**config.mk**
```make
export PLATFORM = sky130hd
export DESIGN_NAME = mem_port_arbiter
export DESIGN_NICKNAME = d
export VERILOG_FILES = /design/src/rtl/mem_port_arbiter.sv
export SDC_FILE = /design/constraint.sdc
export NUM_CORES = 1
export LEC_CHECK = 0
export CORE_MARGIN = 10
export CORE_UTILIZATION = 46
export CTS_BUF_LIST = sky130_fd_sc_hd__clkbuf_4
export CTS_CLUSTER_DIAMETER = 100
export DETAILED_ROUTE_END_ITERATION = 16
export PLACE_DENSITY = 0.89
export SLEW_MARGIN = 40
export SYNTH_ARGS = -nofsm -noshare
export SYNTH_HDL_FRONTEND = slang
export SYNTH_SLANG_ARGS = --single-unit
```
**constraint.sdc**
```tcl
create_clock -name clk -period 7.1 [get_ports clk]
set_clock_uncertainty 0.15 [all_clocks]
set_input_delay 1.065 -clock clk [delete_from_list [all_inputs] [get_ports clk]]
set_output_delay 1.065 -clock clk [all_outputs]
set_load 0.03 [all_outputs]
```
**src/rtl/mem_port_arbiter.sv**
```systemverilog
// ============================================================================
// mem_port_arbiter
//
// Purpose:
//   Shares one unified instruction/data memory between two requesters:
//   the multicycle core's memory port and a program-loader/debug port.
//   It uses a req/ready handshake of variable latency towards the memory.
//   While the other side owns the memory, the core stays stalled.
//   A watchdog aborts any access that hangs.
//
// Ports:
//   clk, rst            clock (rising edge), asynchronous active-low reset
//   c_req/c_we/c_addr/c_wdata   core request and fields
//   c_rdata, c_ack      core read data (registered) and completion pulse
//   c_stall             combinational core stall = c_req & ~c_ack
//   l_req/l_we/l_addr/l_wdata   loader request and fields
//   l_lock              loader burst lock, keeps the core off the memory
//   l_rdata, l_ack      loader read data (registered) and completion pulse
//   m_req/m_we/m_addr/m_wdata   memory request and latched fields
//   m_rdata, m_ready    memory read data and completion
//   busy                a memory transaction is in flight
//   err                 sticky timeout flag, cleared only by rst
// ============================================================================
module mem_port_arbiter #(
    parameter int unsigned AW       = 32,
    parameter int unsigned DW       = 32,
    parameter int unsigned MAX_WAIT = 15
) (
    input  logic          clk,
    input  logic          rst,
    // core port
    input  logic          c_req,
    input  logic          c_we,
    input  logic [AW-1:0] c_addr,
    input  logic [DW-1:0] c_wdata,
    output logic [DW-1:0] c_rdata,
    output logic          c_ack,
    output logic          c_stall,
    // loader port
    input  logic          l_req,
    input  logic          l_we,
    input  logic [AW-1:0] l_addr,
    input  logic [DW-1:0] l_wdata,
    input  logic          l_lock,
    output logic [DW-1:0] l_rdata,
    output logic          l_ack,
    // memory port
    output logic          m_req,
    output logic          m_we,
    output logic [AW-1:0] m_addr,
    output logic [DW-1:0] m_wdata,
    input  logic [DW-1:0] m_rdata,
    input  logic          m_ready,
    // status
    output logic          busy,
    output logic          err
);

    typedef enum logic [1:0] {
        IDLE = 2'd0,
        CORE = 2'd1,
        LOAD = 2'd2
    } state_t;

    typedef enum logic {
        GNT_CORE   = 1'b0,
        GNT_LOADER = 1'b1
    } grant_t;

    localparam logic [7:0] WAIT_LIMIT = 8'(MAX_WAIT);

    // ------------------------------------------------------------------
    // State and registered outputs
    // ------------------------------------------------------------------
    state_t          r_state;
    grant_t          r_last_grant;
    logic [7:0]      r_wait;
    logic [DW-1:0]   r_c_rdata;
    logic            r_c_ack;
    logic [DW-1:0]   r_l_rdata;
    logic            r_l_ack;
    logic            r_m_req;
    logic            r_m_we;
    logic [AW-1:0]   r_m_addr;
    logic [DW-1:0]   r_m_wdata;
    logic            r_busy;
    logic            r_err;

    // Next-state values
    state_t          w_state;
    grant_t          w_last_grant;
    logic [7:0]      w_wait;
    logic [DW-1:0]   w_c_rdata;
    logic            w_c_ack;
    logic [DW-1:0]   w_l_rdata;
    logic            w_l_ack;
    logic            w_m_req;
    logic            w_m_we;
    logic [AW-1:0]   w_m_addr;
    logic [DW-1:0]   w_m_wdata;
    logic            w_busy;
    logic            w_err;

    // Arbitration helpers
    logic            w_c_elig;
    logic            w_l_elig;
    logic            w_gnt_l;
    logic            w_gnt_c;
    logic            w_timeout;
    logic            w_finish;
    logic [DW-1:0]   w_ret_data;
    logic            w_ret_write;

    // A requester is never eligible in its own ack cycle. A held l_lock
    // also keeps the core off the memory, so a loader burst is not broken
    // up by core grants in the loader's ack cycles.
    assign w_c_elig = c_req & ~r_c_ack & ~l_lock;
    assign w_l_elig = l_req & ~r_l_ack;

    // Loader wins on lock, when alone, or on a tie when the core went last.
    assign w_gnt_l  = w_l_elig & (l_lock | ~w_c_elig | (r_last_grant == GNT_CORE));
    assign w_gnt_c  = w_c_elig & ~w_gnt_l;

    // m_ready has priority over the watchdog in the cycle the limit is hit.
    assign w_timeout = r_m_req & ~m_ready & (r_wait == WAIT_LIMIT);
    assign w_finish  = r_m_req & (m_ready | w_timeout);

    // A timeout returns all ones whatever the access type. A completed
    // write leaves rdata alone.
    assign w_ret_data  = w_timeout ? '1 : m_rdata;
    assign w_ret_write = r_m_we & ~w_timeout;

    // ------------------------------------------------------------------
    // Next-state / output logic
    // ------------------------------------------------------------------
    always_comb begin
        w_state      = r_state;
        w_last_grant = r_last_grant;
        w_wait       = r_wait;
        w_c_rdata    = r_c_rdata;
        w_c_ack      = 1'b0;
        w_l_rdata    = r_l_rdata;
        w_l_ack      = 1'b0;
        w_m_req      = r_m_req;
        w_m_we       = r_m_we;
        w_m_addr     = r_m_addr;
        w_m_wdata    = r_m_wdata;
        w_busy       = r_busy;
        w_err        = r_err;

        case (r_state)
            IDLE: begin
                // m_ready is ignored here.
                if (w_gnt_l) begin
                    w_m_req      = 1'b1;
                    w_busy       = 1'b1;
                    w_m_we       = l_we;
                    w_m_addr     = l_addr;
                    w_m_wdata    = l_wdata;
                    w_last_grant = GNT_LOADER;
                    w_wait       = '0;
                    w_state      = LOAD;
                end else if (w_gnt_c) begin
                    w_m_req      = 1'b1;
                    w_busy       = 1'b1;
                    w_m_we       = c_we;
                    w_m_addr     = c_addr;
                    w_m_wdata    = c_wdata;
                    w_last_grant = GNT_CORE;
                    w_wait       = '0;
                    w_state      = CORE;
                end
            end

            CORE, LOAD: begin
                if (w_finish) begin
                    w_m_req = 1'b0;
                    w_busy  = 1'b0;
                    w_state = IDLE;
                    if (w_timeout) begin
                        w_err = 1'b1;
                    end
                    if (r_state == CORE) begin
                        w_c_ack = 1'b1;
                        if (!w_ret_write) begin
                            w_c_rdata = w_ret_data;
                        end
                    end else begin
                        w_l_ack = 1'b1;
                        if (!w_ret_write) begin
                            w_l_rdata = w_ret_data;
                        end
                    end
                end else if (r_m_req) begin
                    w_wait = r_wait + 8'd1;
                end
            end

            default: begin
                w_state = IDLE;
                w_m_req = 1'b0;
                w_busy  = 1'b0;
            end
        endcase
    end

    // ------------------------------------------------------------------
    // State register
    // ------------------------------------------------------------------
    always_ff @(posedge clk or negedge rst) begin
        if (!rst) begin
            r_state      <= IDLE;
            r_last_grant <= GNT_LOADER;
            r_wait       <= '0;
            r_c_rdata    <= '0;
            r_c_ack      <= 1'b0;
            r_l_rdata    <= '0;
            r_l_ack      <= 1'b0;
            r_m_req      <= 1'b0;
            r_m_we       <= 1'b0;
            r_m_addr     <= '0;
            r_m_wdata    <= '0;
            r_busy       <= 1'b0;
            r_err        <= 1'b0;
        end else begin
            r_state      <= w_state;
            r_last_grant <= w_last_grant;
            r_wait       <= w_wait;
            r_c_rdata    <= w_c_rdata;
            r_c_ack      <= w_c_ack;
            r_l_rdata    <= w_l_rdata;
            r_l_ack      <= w_l_ack;
            r_m_req      <= w_m_req;
            r_m_we       <= w_m_we;
            r_m_addr     <= w_m_addr;
            r_m_wdata    <= w_m_wdata;
            r_busy       <= w_busy;
            r_err        <= w_err;
        end
    end

    // ------------------------------------------------------------------
    // Outputs
    // ------------------------------------------------------------------
    assign c_rdata = r_c_rdata;
    assign c_ack   = r_c_ack;
    assign c_stall = c_req & ~r_c_ack;
    assign l_rdata = r_l_rdata;
    assign l_ack   = r_l_ack;
    assign m_req   = r_m_req;
    assign m_we    = r_m_we;
    assign m_addr  = r_m_addr;
    assign m_wdata = r_m_wdata;
    assign busy    = r_busy;
    assign err     = r_err;

endmodule
```
; Word-level counts from Yosys, hierarchy flattened
; Index checks and enable logic that the tools add are counted.
[op_classes]
n_eq_ne = 7
bitwise = 22
add_sub_neg = 1
reduce_logical = 10
muxes = 28
[ops]
columns = op, n
row1 = $mux W32, 5
row2 = $mux W8, 4
row3 = $pmux W8 S2, 1
row4 = $mux W1, 13
row5 = $reduce_and A4 Y1, 3
row6 = $not A1 Y1, 10
row7 = $and A1 B1 Y1, 9
row8 = $add A8 B1 Y8 const B, 1
row9 = $eq A8 B4 Y1 const B, 1
row10 = $mux W2, 3
row11 = $ne A2 B2 Y1 const B, 3
row12 = $pmux W2 S2, 1
row13 = $reduce_and A2 Y1, 2
row14 = $reduce_bool A2 Y1, 2
row15 = $ne A3 B3 Y1 const B, 1
row16 = $or A1 B1 Y1, 3
row17 = $reduce_and A3 Y1, 1
row18 = $eq A2 B1 Y1 const B, 1
row19 = $eq A2 B2 Y1 const B, 1
row20 = $logic_not A2 Y1, 1
row21 = $pmux W1 S2, 1
row22 = $reduce_or A2 Y1, 1
[totals]
elab_cells = 80
reg_bits = 144
out_inout_bits = 135

; Depth between registers and ports, before layout
[depth]
word_depth = 12
mapped_depth = 7
ltp_nobuf = 6

; Worst setup path before layout
; Ideal clock, no wire load.
[synth_path]
path_kind = input to register
from = input l_lock
to = register r_m_addr[17] (netlist: m_addr[17])
required_ns = 6.817
setup_ns = 0.133
path_slack_ns = 4.314
n_path_buf = 3
arrival_time_ns = 2.503
cell_stages = 7
cell_sequence = nor3b_1 a21o_1 clkbuf_1 buf_2 buf_2 mux2i_1 o21ai_0
[synth_via]
elab_chain_len = 10
[synth_rtl]
columns = element, line
row1 = from (decl), 44  ; input logic l_lock,
row2 = $not A1 Y1, 117  ; assign w_c_elig = c_req & ~r_c_ack & ~l_lock;
row3 = $and A1 B1 Y1, 117
row4 = $not A1 Y1, 121  ; assign w_gnt_l = w_l_elig & (l_lock | ~w_c_elig | (r_last_grant == GNT_CORE));
row5 = $or A1 B1 Y1 (2 in a row), 121
row6 = $and A1 B1 Y1, 121
row7 = $not A1 Y1, 122  ; assign w_gnt_c = w_c_elig & ~w_gnt_l;
row8 = $and A1 B1 Y1, 122
row9 = $reduce_bool A2 Y1 (no source line), --
row10 = $reduce_and A2 Y1 (no source line), --
row11 = to (signal assigned), 235  ; r_m_addr <= w_m_addr;
row12 = to (decl), 84  ; logic [AW-1:0] r_m_addr;
; Parallel ways exist; a longest one is shown, timed or not.
; A chain may end at the register's enable or synchronous reset.

; Worst setup path in the final report
[layout_path]
from = input c_req
to = output c_stall
[layout_via]
elab_chain_len = 1
[layout_rtl]
columns = element, line
row1 = from (decl), 32  ; input logic c_req,
row2 = $and A1 B1 Y1, 247  ; assign c_stall = c_req & ~r_c_ack;
row3 = to (decl), 38  ; output logic c_stall,
; No other way between the ends.

==> results.json <==
{
  "p_leak_uw": 0.00458,
  "clk_latency_ns": 0.54,
  "final_cell_mix": "clkdlybuf4s50_1, dfrtp_1, mux2i_1, nand2_1, o21ai_0",
  "worstPathCellList": "clkdlybuf4s50_1 -> nor2b_1 -> clkdlybuf4s50_1",
  "cp_max_fo": 2,
  "initial_utilization": 0.474,
  "io_pins": 303,
  "cts-root-buf": "clkbuf_4",
  "cts_max_level": 4,
  "antenna_found_initial": 1,
  "synth_largest_type_area_fraction": 0.563,
  "cts_hold_buf": 0,
  "crit_required_ns": 5.88,
  "slew_headroom": 0.479,
  "final.min_clock_period_ns": 3.61,
  "fin_nets": 1041,
  "post_cts_buffers": 0,
  "drive_gt1_frac": 0.0544,
  "area_growth_pct": 54.1,
  "synth_top_flop_cell": "dfrtp_1",
  "cts_resized": 0,
  "finalSetupViolCount": 0,
  "seqPwrFrac": 0.330,
  "p_int_uw": 2340,
  "cpMostUsedCell": "clkdlybuf4s50_1",
  "setup_ws_ns": 3.49,
  "final_common_cell": "clkdlybuf4s50_1",
  "tns_ns": 0,
  "vias_per_cell": 5.32,
  "netlist_area_um2": 6360,
  "async_flop_share": 1.00,
  "cp-end-kind": "output port",
  "cts.sinks": 144,
  "die_area_um2": 18900,
  "layout.cells.non_filler": 1060,
  "max_freq_ghz": 0.277,
  "yosys-top-cells-area": "dfrtp_1, mux2i_1, o21ai_0",
  "ant_nets": 0,
  "dp_slack_ns": 3.43,
  "ys_types": 39,
  "die_w_um": 138,
  "gp_congestion": 0.844,
  "synth_fp_nets": 753,
  "hpwlAfterDp_mm": 16.7,
  "io_buffers": 302,
  "cpPeakStageDelay_ns": 0.69,
  "cp-start-kind": "input port",
  "core_area_um2": 13400,
  "p_sw_uw": 1940,
  "finalCritPeriodShare": 0.508,
  "swShare": 0.453,
  "route.detailed.wl_per_inst_um": 19.8,
  "tightest_slew_ns": 0.782,
  "grt_max_degree": 133,
  "slowest_stage": "clkdlybuf4s50_1",
  "avgSynthCellArea_um2": 10.9,
  "first_pass_iters": 4,
  "drv_slew": 0,
  "synth_cells": 581,
  "ir_drop_v": 0.000218,
  "grt_pass1_wl_mm": 32.5,
  "cts_tree": "yes",
  "criticalPathCategory": "input port to output port",
  "grt_overflow": 0,
  "seq_area_frac_synth": 0.567,
  "numCtsBuffers": 17,
  "drc_errors": 0,
  "outcome": "completed",
  "pwr-share-clk": 0.113,
  "track_usage": 0.221,
  "dp.cells": 1026,
  "rows": 42,
  "drt-initial-drc-count": 255,
  "hold_viol": 0,
  "yosysWarnings": 0,
  "grt_setup_unrepaired": "no",
  "hp-class": "flip-flop to flip-flop",
  "die_h_um": 138,
  "wl_mm": 21.0,
  "clockBufferDepth": 2,
  "drv_cap": 0,
  "synth-edff-count": 0,
  "grt_pass1_vias": 6053,
  "powerDensity_nw_per_um2": 437,
  "synth_seq_cells": 144,
  "crit_arrival_ns": 2.39,
  "pwr-share-comb": 0.557,
  "clk_pin_slew_ns": 0.12,
  "rrSetupSlack_ns": 4.16,
  "via_count": 5637,
  "yosysTopAreaCell": "dfrtp_1"
}
final cells by class:
class | count | area [µm²]
diodes | 2 | 5.00
clock buffers | 20 | 150
clock inverters | 12 | 111
fillers | 886 | 3600
inverters | 38 | 143
multi-input cells | 359 | 2460
flip-flops and latches | 144 | 3600
well taps | 176 | 220
repair buffers | 309 | 3100
Yosys cell counts, types with 4 or more instances:
master	number
o22a_1	33
nand2_1	69
mux2i_1	97
buf_2	14
dfrtp_1	143
ha_1	4
nand2b_1	7
and3_1	6
o21ai_0	68
inv_1	38
clkbuf_1	22
a31oi_1	10
nor2_1	35
final timing paths:
path                            from           to  depth (start not counted)
min in group asynchronous        rst   l_rdata[0]                          1
max                            c_req      c_stall                          3
max reg2reg                r_wait[5]  l_rdata[25]                          4
max in group asynchronous        rst   c_rdata[9]                          2
min reg2reg                      err          err                          1
min                              err          err                          1
through the flow:
step	hold WS [ns]	instance area, µm²	utilization	total power [µW]
2_1_floorplan	0.307	6360	-	2740
3_3_place_gp	0.290	9470	0.707	3740
3_5_place_dp	0.302	9530	0.711	3840
4_1_cts	0.318	9790	0.731	4330
5_1_grt	0.345	9800	0.731	4530
6_report	0.326	9800	0.731	4280
registers in the layout (all words and copies together), names as in the netlist:
register	cells
c_rdata	32
l_rdata	32
m_addr	32
m_wdata	32
r_wait	8
r_state	2
busy	1
c_ack	1
err	1
l_ack	1
m_we	1
r_last_grant	1
layer usage:
metal	part of all wire	global-route usage	routed length, µm	vias up
met4	0.035	0.111	741	0
met2	0.49	0.359	10200	296
met1	0.37	0.244	7730	2704
li1	-	-	-	2589
met5	0	0	0	-
met3	0.11	0.0936	2340	48
power by group through the flow:
stage / clock network (µW) / registers [µW] / logic (µW)
floorplan: 0 / 2080 / 652
finish: 485 / 1410 / 2380
global route: 541 / 1450 / 2540
detailed placement: 0 / 1430 / 2410
CTS: 503 / 1410 / 2410
global placement: 0 / 1410 / 2330
critical path, delay by kind of cell:
kind | cells | cell delay [ns]
buffers and inverters | 2 | 1.16
AND/OR/NAND/NOR | 1 | 0.17
cells by family (layout without fill, tap and decap cells):
logic type	after synthesis	in the layout	synth area share
buffers and inverters	78	379	0.0529
adders and majority gates	4	4	0.00787
and+or+nand+nor	129	129	0.0876
muxes	98	98	0.154
DFF	144	144	0.567
AOI/OAI and AO/OA	128	128	0.130
other	0	2	0
Power figures use the tool's default switching activity.
